### src/rtl/ctu_rst_seq_pkg.sv
// ctu_rst_seq_pkg: shared types, defaults and width helper for the CTU cluster reset sequencer
package ctu_rst_seq_pkg;
    typedef enum logic [2:0] {RAMP, HOLD, RUN, WRM, DBG} seq_state_e;
    localparam int DEF_NUM_CLUSTERS = 4;
    localparam int DEF_STAGGER_CYC  = 4;
    localparam int DEF_RST_HOLD_CYC = 16;
    localparam int DEF_DBG_HOLD_CYC = 8;
    function automatic int seq_w(input int a, input int b, input int c);
        int m;
        m = (a > b) ? a : b;
        m = (m > c) ? m : c;
        return (m < 1) ? 1 : $clog2(m + 1);
    endfunction
endpackage

### src/rtl/ctu_rst_seq_timer.sv
// ctu_rst_seq_timer: loadable down-counter that stops at zero and flags it
// Ports: gclk, arst (async, active-high), load + load_val (reload), zero (count is zero)
module ctu_rst_seq_timer #(
    parameter int W = 4
) (
    input  logic         gclk,
    input  logic         arst,
    input  logic         load,
    input  logic [W-1:0] load_val,
    output logic         zero
);
    logic [W-1:0] cnt;
    always_ff @(posedge gclk or posedge arst)
        if (arst) cnt <= '0;
        else if (load) cnt <= load_val;
        else if (cnt != '0) cnt <= cnt - 1'b1;
    assign zero = cnt == '0;
endmodule

### src/rtl/ctu_cluster_rst_seq.sv
// ctu_cluster_rst_seq: staggers cluster clock enables, then sequences global reset and debug-init
// Ports: gclk, arst (async, active-high); wrm_rst_req, dbginit_req (1-cycle requests);
//   cken_mask (per-cluster clock permit); cluster_cken, grst_l, gdbginit_l (to headers);
//   seq_busy (state != RUN), seq_done (pulse on entry to RUN).
// Optional: define CTU_RST_SEQ_WRMCNT_EN to add wrm_rst_cnt, a saturating count of accepted warm resets.
module ctu_cluster_rst_seq
    import ctu_rst_seq_pkg::*;
#(
    parameter int NUM_CLUSTERS = DEF_NUM_CLUSTERS,
    parameter int STAGGER_CYC  = DEF_STAGGER_CYC,
    parameter int RST_HOLD_CYC = DEF_RST_HOLD_CYC,
    parameter int DBG_HOLD_CYC = DEF_DBG_HOLD_CYC
) (
    input  logic                    gclk,
    input  logic                    arst,
    input  logic                    wrm_rst_req,
    input  logic                    dbginit_req,
    input  logic [NUM_CLUSTERS-1:0] cken_mask,
    output logic [NUM_CLUSTERS-1:0] cluster_cken,
    output logic                    grst_l,
    output logic                    gdbginit_l,
    output logic                    seq_busy,
    output logic                    seq_done
`ifdef CTU_RST_SEQ_WRMCNT_EN
    ,
    output logic [7:0]              wrm_rst_cnt
`endif
);
    localparam int TW = seq_w(RST_HOLD_CYC, DBG_HOLD_CYC, STAGGER_CYC);
    localparam int IW = seq_w(NUM_CLUSTERS - 1, 1, 1);
    seq_state_e              state, state_nx;
    logic [IW-1:0]           idx;
    logic [NUM_CLUSTERS-1:0] ramp_en, ramp_nx;
    logic                    tmr_zero, tmr_load, last;
    logic [TW-1:0]           tmr_val;
    assign last = idx == IW'(NUM_CLUSTERS - 1);
    // Timer loads are one short of the hold length: the expiry edge is the one that sees zero.
    always_comb begin
        state_nx = state;
        case (state)
            RAMP:    state_nx = (tmr_zero && last) ? HOLD : RAMP;
            HOLD:    state_nx = tmr_zero ? RUN : HOLD;
            RUN:     state_nx = wrm_rst_req ? WRM : dbginit_req ? DBG : RUN;
            WRM:     state_nx = tmr_zero ? RUN : WRM;
            DBG:     state_nx = wrm_rst_req ? WRM : tmr_zero ? RUN : DBG;
            default: state_nx = RAMP;
        endcase
        ramp_nx  = (state == RAMP && tmr_zero) ? ramp_en | (NUM_CLUSTERS'(1) << idx) : ramp_en;
        tmr_load = (state == RAMP && tmr_zero) || (state_nx == WRM && state != WRM) ||
                   (state_nx == DBG && state != DBG);
        tmr_val  = (state_nx == HOLD || state_nx == WRM) ? TW'(RST_HOLD_CYC - 1) :
                   (state_nx == DBG) ? TW'(DBG_HOLD_CYC - 1) : TW'(STAGGER_CYC - 1);
    end
    ctu_rst_seq_timer #(.W(TW)) u_timer (
        .gclk     (gclk),
        .arst     (arst),
        .load     (tmr_load),
        .load_val (tmr_val),
        .zero     (tmr_zero)
    );
    always_ff @(posedge gclk or posedge arst)
        if (arst) begin
            state        <= RAMP;
            idx          <= '0;
            ramp_en      <= '0;
            cluster_cken <= '0;
            grst_l       <= 1'b0;
            gdbginit_l   <= 1'b0;
            seq_busy     <= 1'b1;
            seq_done     <= 1'b0;
`ifdef CTU_RST_SEQ_WRMCNT_EN
            wrm_rst_cnt  <= '0;
`endif
        end else begin
            state        <= state_nx;
            idx          <= (state == RAMP && tmr_zero && !last) ? idx + 1'b1 : idx;
            ramp_en      <= ramp_nx;
            cluster_cken <= ramp_nx & cken_mask;
            grst_l       <= state_nx == RUN || state_nx == DBG;
            gdbginit_l   <= state_nx == RUN;
            seq_busy     <= state_nx != RUN;
            seq_done     <= state_nx == RUN && state != RUN;
`ifdef CTU_RST_SEQ_WRMCNT_EN
            wrm_rst_cnt  <= (state_nx == WRM && state != WRM && wrm_rst_cnt != 8'hFF) ?
                            wrm_rst_cnt + 8'd1 : wrm_rst_cnt;
`endif
        end
endmodule

### config.mk
export PLATFORM = sky130hd
export DESIGN_NAME = ctu_cluster_rst_seq
export DESIGN_NICKNAME = d
export VERILOG_FILES = /design/src/rtl/ctu_rst_seq_pkg.sv /design/src/rtl/ctu_rst_seq_timer.sv /design/src/rtl/ctu_cluster_rst_seq.sv
export SDC_FILE = /design/constraint.sdc
export NUM_CORES = 1
export LEC_CHECK = 0
export BUFFER_PORTS_ARGS = -buffer_cell sky130_fd_sc_hd__buf_2
export CAP_MARGIN = 15
export CORE_MARGIN = 5
export CORE_UTILIZATION = 50
export DETAILED_ROUTE_END_ITERATION = 10
export HOLD_SLACK_MARGIN = 0.1
export MAX_ROUTING_LAYER = met4
export PLACE_DENSITY_LB_ADDON = 0.2
export SLEW_MARGIN = 20
export SYNTH_ARGS = -nofsm -noshare
export SYNTH_HDL_FRONTEND = slang
export SYNTH_SLANG_ARGS = --single-unit
### constraint.sdc
create_clock -name gclk -period 2.7 [get_ports gclk]
set_input_delay 0.54 -clock gclk [delete_from_list [all_inputs] [get_ports gclk]]
set_output_delay 0.54 -clock gclk [all_outputs]
set_load 0.03 [all_outputs]
==> impl_metrics.yaml <==
outcome:
  status: "finished clean"
power_and_ir_drop:
  p_leak_nw: 0.6065
  p_per_area_mw_per_mm2: 946.2
  ir_drop_mv: 0.5589
critical_path:
  critical_path_class: "register to register"
  crit_path_end_kind: "register"
  crit_fanout: 8
  startpoint_type: "register"
  r2r_slack_ns: 0.59
  crit_arrival_ns: 2.30
  cp_data_required_time_ns: 2.89
global_route:
  grt_max_degree: 23
  grt_antenna_before_repair: 0
  grt_overflow: 0
  track_usage: 0.1254
  grt_pass1_vias: 719
  grt_pass1_wl_um: 3049
sta:
  final-setup-viol-count: 0
  rsz0062_at_grt: "no"
  hold_viol: 0
  fin_crit_ns: 2.109
  worstMarginPinSlew_ns: 0.8246
  fin_crit_sh: 0.7810
  totalNegativeSetupSlack_ns: 0
  finClkSkew_ns: 0.006730
  slew_viol_final: 0
  max_slew_margin: 0.4416
  max_freq_ghz: 0.4742
cells_and_area:
  nNetsFinal: 125
  areaGrowthSynthToFinish_pct: 10.56
  layout_commonest_cell: "dfrtp_1"
  drive_gt1_frac: 0.2182
  multi_input_area_um2: 452.9
  utilization: 0.5884
  n_fill_cell: 176
  seq_area_um2: 551.8
  antenna_cells: 0
  mostFrequentLayoutCells: "21 x dfrtp_1, 15 x buf_2, 8 x nor2_1"
worst_hold_path:
  hold_path.class: "input pin to async pin"
clock_tree:
  htreeDepth: 1
  clk_path_buf_depth: 2
  holdBufCountCts: 0
  cts.sinks: 22
  cts_resized: 0
  path_clk_slew_ns: 0.11
  cts_root_buf: "clkbuf_4"
  clock_latency_ns: 0.30
  numCtsBuffers: 3
  cts_tree: "done"
  postCtsSetupRepairBufs: 0
synthesis:
  synth-seq-area-share: 0.5231
  syn-cell-area_mm2: 0.001055
  dominantRegCellSynth: "dfrtp_1"
  synth_top_area_frac: 0.4982
  synth_edf_count: 0
  syn_inst: 95
  synthArstFlopShare: 1.000
  synth_cell_types: 35
  syn_avg_cell_area_um2: 11.10
  synth_nets: 109
  yosysWarnings: 0
  ys_ff_latch: 22
  yosys.area.top_type: "dfrtp_1"
  synth_area_leaders: "dfrtp_1 50%, ha_1 7.1%, a21o_1 2.8%"
floorplan:
  die_h_um: 55.93
  rows: 16
  num_io_pins: 16
  fp.dieW_um: 55.93
  core_mm2: 0.001982
  initial_utilization: 0.5322
  die_area_mm2: 0.003128
detailed_routing:
  wirelength_um: 1718
  antenna_left: 0
  avgRoutedWirePerCell_um: 12.54
  drc: 0
  drt_first_pass_iters: 4
  vias: 712
  via_per_inst: 5.197
  drt-initial-drc-count: 14
placed_design:
  dp_hpwl_um: 1267
  io_buffers: 15
  place_congestion: 0.7185
flow_run:
  cap_violations: 0
-- final cells by class --
cell class | count | area share
Sequential cell | 22 | 0.4732
Multi-Input combinational cell | 62 | 0.3884
Timing Repair Buffer | 15 | 0.06438
Tap cell | 27 | 0.02897
Clock buffer | 4 | 0.02253
Inverter | 7 | 0.02253
-- logic make-up after synthesis --
logic type               after synthesis  share of synthesized area
flip-flops                            22                     0.5231
buffers and inverters                 11                    0.04745
XOR/XNOR                               5                    0.04153
multiplexers                           1                    0.01423
AND/OR/NAND/NOR                       31                     0.1803
AO/OA/AOI/OAI                         19                     0.1222
adder cells (fa/ha/maj)                6                    0.07117
-- critical path: stages (launching register included) --
cell     delay, ns
dfrtp_1       0.41
inv_1         0.10
ha_1          0.16
or4b_4        0.53
nor4_4        0.26
and2b_4       0.23
mux2_4        0.30
-- cells in the mapped netlist (2+ instances only) --
cell type	n
a21o_1	4
a21oi_1	3
and2_1	4
clkbuf_1	2
dfrtp_1	21
ha_1	6
inv_1	7
nand2_1	6
nand3_1	2
nor2_1	8
nor3_1	2
o211ai_1	2
o21ai_0	2
o22ai_1	2
xnor2_1	3
xor2_1	2
-- per-stage QoR --
step           total power, mW  std cells  setup slack (ns)  area, µm²  hold slack, ns
6_report                 1.103        137            0.5913       1166          0.3616
5_1_grt                  1.199        137            0.4624       1166          0.4281
4_1_cts                  1.118        137            0.5709       1166          0.3867
3_5_place_dp            0.9638        133            0.5948       1140          0.4371
3_3_place_gp            0.9536        133            0.6621       1140          0.4339
2_1_floorplan           0.8662         95            0.6779       1055          0.4168
-- state kept, by name (all words and copies together), names as in the netlist --
signal / flops
gdbginit_l: 1
seq_done: 1
grst_l: 1
idx: 2
u_timer.cnt: 5
state: 3
ramp_en: 4
seq_busy: 1
cluster_cken: 4
-- final timing paths --
kind | start | endpoint | cells past startpoint
min | arst | cluster_cken[3] | 2
min reg2reg | ramp_en[0] | ramp_en[0] | 1
max in group asynchronous | arst | seq_done | 2
min in group gclk | cken_mask[0] | cluster_cken[0] | 2
max reg2reg | u_timer.cnt[0] | idx[1] | 6
max | u_timer.cnt[0] | idx[1] | 6
-- per-layer routing --
metal,GRT usage,vias to the layer above,share of wire
met2,0.1976,16,0.48
met3,0.03248,2,0.047
met4,0.05085,0,0.0081
met5,-,-,0
met1,0.1537,338,0.46
li1,-,356,-
-- where the power goes --
group,switching (mW),leakage [nW],internal [mW]
clock,0.0900,0.0150,0.0575
combinational,0.251,0.306,0.176
sequential,0.0974,0.286,0.431
No activity file was read; power rests on OpenSTA's default activity.
